File: config.mk
export PLATFORM = sky130hd
export DESIGN_NAME = seg7_scan_mux
export DESIGN_NICKNAME = d
export VERILOG_FILES = /design/src/rtl/seg7_pkg.sv /design/src/rtl/seg7_glyph.sv /design/src/rtl/seg7_scan_mux.sv
export SDC_FILE = /design/constraint.sdc
export NUM_CORES = 1
export LEC_CHECK = 0
export CAP_MARGIN = 20
export CORE_MARGIN = 10
export CORE_UTILIZATION = 48
export CTS_CLUSTER_SIZE = 25
export DETAILED_ROUTE_END_ITERATION = 7
export GPL_TIMING_DRIVEN = 0
export PLACE_DENSITY_LB_ADDON = 0.12
export SYNTH_ARGS = -nofsm -noshare
export SYNTH_HDL_FRONTEND = slang
export SYNTH_SLANG_ARGS = --single-unit
File: constraint.sdc
create_clock -name clk -period 2.7 [get_ports clk]
set_input_delay 0.27 -clock clk [delete_from_list [all_inputs] [get_ports clk]]
set_output_delay 0.27 -clock clk [all_outputs]
set_load 0.02 [all_outputs]
File: src/rtl/seg7_pkg.sv
// Shared constants for the 7-segment scan driver: active-low glyph table,
// the all-off pattern, and the code-to-glyph lookup.
package seg7_pkg;

  localparam logic [6:0] SEG_OFF = 7'h7F;

  localparam logic [6:0] GLYPH_0 = 7'h40;
  localparam logic [6:0] GLYPH_1 = 7'h79;
  localparam logic [6:0] GLYPH_2 = 7'h24;
  localparam logic [6:0] GLYPH_3 = 7'h30;
  localparam logic [6:0] GLYPH_4 = 7'h19;
  localparam logic [6:0] GLYPH_5 = 7'h12;
  localparam logic [6:0] GLYPH_6 = 7'h02;
  localparam logic [6:0] GLYPH_7 = 7'h78;
  localparam logic [6:0] GLYPH_8 = 7'h00;
  localparam logic [6:0] GLYPH_9 = 7'h10;
  localparam logic [6:0] GLYPH_A = 7'h08;
  localparam logic [6:0] GLYPH_B = 7'h03;
  localparam logic [6:0] GLYPH_C = 7'h46;
  localparam logic [6:0] GLYPH_D = 7'h21;
  localparam logic [6:0] GLYPH_E = 7'h06;
  localparam logic [6:0] GLYPH_F = 7'h0E;

  // Codes A-F render dark unless hex_mode is set.
  function automatic logic [6:0] glyph_lookup(input logic [3:0] code, input logic hex_mode);
    logic [6:0] g;
    case (code)
      4'h0:    g = GLYPH_0;
      4'h1:    g = GLYPH_1;
      4'h2:    g = GLYPH_2;
      4'h3:    g = GLYPH_3;
      4'h4:    g = GLYPH_4;
      4'h5:    g = GLYPH_5;
      4'h6:    g = GLYPH_6;
      4'h7:    g = GLYPH_7;
      4'h8:    g = GLYPH_8;
      4'h9:    g = GLYPH_9;
      4'hA:    g = GLYPH_A;
      4'hB:    g = GLYPH_B;
      4'hC:    g = GLYPH_C;
      4'hD:    g = GLYPH_D;
      4'hE:    g = GLYPH_E;
      default: g = GLYPH_F;
    endcase
    if (!hex_mode && code > 4'd9) g = SEG_OFF;
    return g;
  endfunction

endpackage

File: src/rtl/seg7_glyph.sv
// Combinational digit decoder: 4-bit code plus hex_mode to active-low segments,
// with a flag telling whether the code is displayable at all.
module seg7_glyph
  import seg7_pkg::*;
(
  input  logic [3:0] code_i,
  input  logic       hex_mode_i,
  output logic [6:0] seg_n_o,
  output logic       shown_o
);

  assign seg_n_o = glyph_lookup(code_i, hex_mode_i);
  assign shown_o = hex_mode_i || (code_i <= 4'd9);

endmodule

File: src/rtl/seg7_scan_mux.sv
// Multiplexed N-digit 7-segment driver: one digit per refresh slot, with a
// dead-time gap at the start of every slot to keep anode switching ghost-free.
module seg7_scan_mux
  import seg7_pkg::*;
#(
  parameter int N_DIGITS       = 4,
  parameter int REFRESH_DIV    = 50000,
  parameter int BLANK_CYC      = 2,
  parameter int SEG_ACTIVE_LOW = 1,
  parameter int AN_ACTIVE_LOW  = 1
) (
  input  logic                    clk,
  input  logic                    rst,
  input  logic                    load,
  input  logic [4*N_DIGITS-1:0]   digits_in,
  input  logic [N_DIGITS-1:0]     dp_in,
  input  logic [N_DIGITS-1:0]     blank_in,
  input  logic                    lz_en,
  input  logic                    hex_mode,
  output logic [6:0]              seg,
  output logic                    dp,
  output logic [N_DIGITS-1:0]     an,
  output logic [2:0]              digit_idx
);

  localparam int PRE_W  = (REFRESH_DIV > 1) ? $clog2(REFRESH_DIV) : 1;
  localparam int DEAD_W = (BLANK_CYC > 0) ? $clog2(BLANK_CYC + 1) : 1;

  localparam logic [PRE_W-1:0]    PRE_LAST  = PRE_W'(REFRESH_DIV - 1);
  localparam logic [DEAD_W-1:0]   DEAD_LOAD = DEAD_W'(BLANK_CYC);
  localparam logic [2:0]          IDX_LAST  = 3'(N_DIGITS - 1);
  localparam logic [6:0]          SEG_IDLE  = (SEG_ACTIVE_LOW != 0) ? SEG_OFF : ~SEG_OFF;
  localparam logic                DP_IDLE   = (SEG_ACTIVE_LOW != 0);
  localparam logic [N_DIGITS-1:0] AN_IDLE   = (AN_ACTIVE_LOW != 0) ? '1 : '0;

  logic [PRE_W-1:0]      pre_q, pre_d;
  logic [2:0]            idx_q, idx_d;
  logic [DEAD_W-1:0]     dead_q, dead_d;
  logic [4*N_DIGITS-1:0] dig_q, dig_d;
  logic [N_DIGITS-1:0]   dpin_q, dpin_d;
  logic [N_DIGITS-1:0]   blank_q, blank_d;
  logic [6:0]            seg_q, seg_d;
  logic                  dp_q, dp_d;
  logic [N_DIGITS-1:0]   an_q, an_d;

  logic                  tick;
  logic [3:0]            cur_code;
  logic                  cur_dp, cur_blank, cur_lz;
  logic [N_DIGITS-1:0]   lz_mask, onehot, an_on;
  logic                  all_zero;
  logic [6:0]            glyph_n;
  logic                  shown, lit, dp_on;

  assign tick = (pre_q == PRE_LAST);

  // NOTE: every always_comb output gets a default before any branch, so no path can infer a latch.
  always_comb begin
    pre_d  = tick ? '0 : pre_q + PRE_W'(1);
    idx_d  = idx_q;
    dead_d = dead_q;
    if (tick) begin
      idx_d  = (idx_q == IDX_LAST) ? 3'd0 : idx_q + 3'd1;
      dead_d = DEAD_LOAD;
    end else if (dead_q != '0) begin
      dead_d = dead_q - DEAD_W'(1);
    end

    dig_d   = load ? digits_in : dig_q;
    dpin_d  = load ? dp_in     : dpin_q;
    blank_d = load ? blank_in  : blank_q;
  end

  // Leading-zero mask walks from the most significant digit down; digit 0 is exempt.
  always_comb begin
    all_zero  = 1'b1;
    lz_mask   = '0;
    onehot    = '0;
    cur_code  = 4'h0;
    cur_dp    = 1'b0;
    cur_blank = 1'b0;
    for (int i = N_DIGITS - 1; i >= 0; i--) begin
      all_zero   = all_zero && (dig_q[4*i +: 4] == 4'h0);
      lz_mask[i] = lz_en && (i > 0) && all_zero;
      onehot[i]  = (idx_q == 3'(i));
      if (idx_q == 3'(i)) begin
        cur_code  = dig_q[4*i +: 4];
        cur_dp    = dpin_q[i];
        cur_blank = blank_q[i];
      end
    end
    cur_lz = |(lz_mask & onehot);
  end

  seg7_glyph u_glyph (
    .code_i     (cur_code),
    .hex_mode_i (hex_mode),
    .seg_n_o    (glyph_n),
    .shown_o    (shown)
  );

  always_comb begin
    lit   = (dead_q == '0) && !cur_blank && !cur_lz && shown;
    dp_on = lit && cur_dp;
    an_on = lit ? onehot : '0;
    seg_d = !lit ? SEG_IDLE : ((SEG_ACTIVE_LOW != 0) ? glyph_n : ~glyph_n);
    dp_d  = (SEG_ACTIVE_LOW != 0) ? ~dp_on : dp_on;
    an_d  = (AN_ACTIVE_LOW != 0) ? ~an_on : an_on;
  end

  // NOTE: state registers use non-blocking assignments so every flop samples pre-edge values.
  always_ff @(posedge clk) begin
    if (rst) begin
      pre_q   <= '0;
      idx_q   <= 3'd0;
      dead_q  <= DEAD_LOAD;
      dig_q   <= '0;
      dpin_q  <= '0;
      blank_q <= '0;
      seg_q   <= SEG_IDLE;
      dp_q    <= DP_IDLE;
      an_q    <= AN_IDLE;
    end else begin
      pre_q   <= pre_d;
      idx_q   <= idx_d;
      dead_q  <= dead_d;
      dig_q   <= dig_d;
      dpin_q  <= dpin_d;
      blank_q <= blank_d;
      seg_q   <= seg_d;
      dp_q    <= dp_d;
      an_q    <= an_d;
    end
  end

  assign seg       = seg_q;
  assign dp        = dp_q;
  assign an        = an_q;
  assign digit_idx = idx_q;

endmodule

==> results.md <==
* Status: finished clean
* Syn avg cell area at 9.34 um2
* Initial antenna violation count at 0
* CP required at 2.90 ns
* Die Span X at 94.5 um
* Max_cap viols at 0
* Port Buffer Count at 41
* Hold Crit Class: in -> reg
* Max incr delay on CP at 0.38 ns
* Core ar. at 0.00544 mm2
* CTS Hold Buffers Added at 0
* Sequential cell area at 0.00115 mm2
* Post-synth cell types at 46
* Largest cells by area after synthesis: dfxtp_1, mux2i_1, nor2_1
* Chip height at 94.5 um
* DRT Pass-1 Iters at 4
* Routed wire length at 6.15 mm
* Worst-margin pin slew at 0.710 ns
* Gate Count Post-Synth at 285
* DRC at 0
* Fmax at 384 MHz
* Slew margin rel. at 52.7%
* # clock sinks at 57
* Critical-path top delay cell: a2111oi_4
* First-pass GRT wire length at 9.98 mm
* Share of the synthesized area in the top cell type at 42.9%
* Routed len/inst at 14.6 um
* PnR worst setup slack at 0.0943 ns
* Minimum hold slack at 0.182 ns
* Area after DPL at 0.00318 mm2
* Number of synthesized register bits at 57
* Clock transition at path regs at 0.07 ns
* Die area at 0.00892 mm2
* CTS buffer count at 9
* Root Buffer: clkbuf_8
* CP Class: reg -> reg
* 1st-iter DRT viols at 124
* Area of the multi-input gates at 0.00148 mm2
* Clk buf depth at 2
* Post-synthesis sequential area ratio at 42.9%
* Asr flop ratio synth at 0%
* Final setup vio count at 0
* IR drop worst, VDD at 420 uV
* Finished layout cell area at 0.00354 mm2
* Post-DP HPWL at 4.46 mm
* Cell Area, Synth at 0.00266 mm2
* Routed Antenna Nets at 0
* Largest net degree at the start of global routing at 12
* Critical path startpoint category: flop
* Syn Nets at 326
* Synth warnings at 0
* Initial Util at 48.9%
* Clk_skew at 0.00782 ns
* Total GRT Usage at 14.3%
* Vias in the first global route at 2081
* GRT overflow at 0
* Worst setup EP type: flop
* Setup WS pre-CTS at -0.349 ns
* Filler cell count at 457
* Max FO, Critical Path at 7
* Pwr Density at 605 mW/mm2
* Final hold violation count at 0
* Slew Limit Fails at 0
* Number of flops mapped to enable cells by yosys at 0
* Final period util at 96.5%
* Area Overhead vs Synth at 33.1%
* Ports at 44
* Most used DFF post-synth: dfxtp_1
* CTS tree: done
* Via/cell ratio at 5.15
* # rows at 27
* RD Place Congestion at 0.930
* N_diodes at 0
* Area leader, netlist: dfxtp_1
* Final core utilization at 65.1%
* Share of cells above drive strength 1 at 16.4%
* H-tree Lvls at 3
* Via count at 2164
* CP Data Arrival Time at 2.81 ns
* Latest clock arrival within the worst-skew pair at 0.34 ns
* Nets at 384
* CP cell instances: ha_2, nor2b_1, a221o_1, a32oi_4, ha_1, inv_1, nand2_1, a21oi_2, a2111oi_4, buf_4, nand3_1
* P_leak at 1.44 nW
* Crit path time final at 2.61 ns
cells in the mapped netlist (2+ instances only):
| cell type | number |
|---|---|
| inv_1 | 13 |
| xor2_1 | 10 |
| a211oi_1 | 4 |
| nor3b_1 | 3 |
| and3_1 | 5 |
| mux2_2 | 3 |
| dfxtp_1 | 57 |
| ha_1 | 12 |
| clkbuf_1 | 6 |
| a221o_1 | 2 |
| xnor2_1 | 5 |
| buf_2 | 4 |
| buf_4 | 5 |
| nand4_1 | 2 |
| nor2b_1 | 4 |
| nor4_1 | 2 |
| or2_2 | 2 |
| o21ai_0 | 6 |
| nand3b_1 | 4 |
| nand3_1 | 12 |
| nor2_1 | 47 |
| o221ai_1 | 4 |
| a21oi_1 | 11 |
| nor3_1 | 3 |
| mux2i_1 | 25 |
| nand2_1 | 13 |
| a32oi_1 | 2 |
power by group:
part	internal, mW	total [mW]	switching, mW
Sequential	0.896	0.924	0.0284
Clock	0.547	0.899	0.352
Combinational	0.169	0.318	0.149
Total	1.61	2.14	0.529
through the flow:
stage / total power, mW / instances / setup TNS [ns]
after floorplan: 1.12 / 285 / 0
after global placement: 1.23 / 398 / -2.59
after detailed placement: 1.24 / 398 / -3.11
after CTS: 2.15 / 420 / 0
after global routing: 2.23 / 420 / -0.0177
final: 2.14 / 420 / 0
cell families after synthesis:
| logic type | Yosys count | share of synthesized area [%] |
|---|---|---|
| flip-flops | 57 | 42.9 |
| buffers and inverters | 28 | 4.84 |
| XOR/XNOR | 15 | 4.94 |
| adder cells (fa/ha/maj) | 12 | 5.64 |
| AO/OA/AOI/OAI | 36 | 10.1 |
| AND/OR/NAND/NOR | 109 | 21.0 |
| multiplexers | 28 | 10.7 |
layout by cell type (no fill, tap or decap), types with 4 or more instances in the layout:
cell type	instances
xnor2_1	5
mux2i_1	25
buf_4	11
xor2_1	10
dfxtp_1	55
o21ai_0	4
a211oi_1	4
clkbuf_8	10
nand3b_1	4
clkdlybuf4s50_1	41
ha_1	8
nand3_1	12
nor2_1	47
nor2b_1	4
clkbuf_1	7
and3_1	5
nand2_1	13
a21oi_1	9
inv_1	11
per-layer routing:
metal / vias up / wire (um) / track usage (%)
li1: 1107 / - / -
met1: 990 / 3040 / 18.1
met2: 58 / 2700 / 21.4
met3: 9 / 319 / 5.15
met4: 0 / 97 / 6.23
met5: - / 0 / 0
state kept, by name, indices dropped and copies added (netlist names):
signal / cells
dig_q: 16
pre_q: 16
seg: 7
an: 4
blank_q: 4
dpin_q: 4
digit_idx: 3
dead_q: 2
dp: 1
critical path: cells and delay by family, from the launching register on:
family | cells | cell delay (ns)
AOI/OAI and AO/OA | 4 | 1.10
adders and majority gates | 2 | 0.43
DFF | 1 | 0.37
and+or+nand+nor | 3 | 0.30
buffers and inverters | 2 | 0.27
layout make-up:
cell class / instances / area share [%]
tap: 72 / 2.54
buffer: 14 / 2.61
inverter: 13 / 1.38
clock buffer: 12 / 4.10
sequential: 57 / 32.4
multi-input combinational: 200 / 41.7
clock inverter: 4 / 2.15
timing repair buffer: 48 / 13.1
worst paths after layout:
| check | end | start | cells past startpoint | slack [ns] |
|---|---|---|---|---|
| min | digit_idx[0] | rst | 2 | 0.18 |
| max reg2reg | an[2] | digit_idx[0] | 11 | 0.09 |
| min reg2reg | pre_q[0] | pre_q[0] | 1 | 0.45 |
| max | an[2] | digit_idx[0] | 11 | 0.09 |
timing repair:
item	CTS	global route
pin swaps	5	4
endpoints found under the setup margin	12	12
cloned	1	0
buffers inserted	6	0
gates resized for setup	15	7
Power figures use the tool's default switching activity.
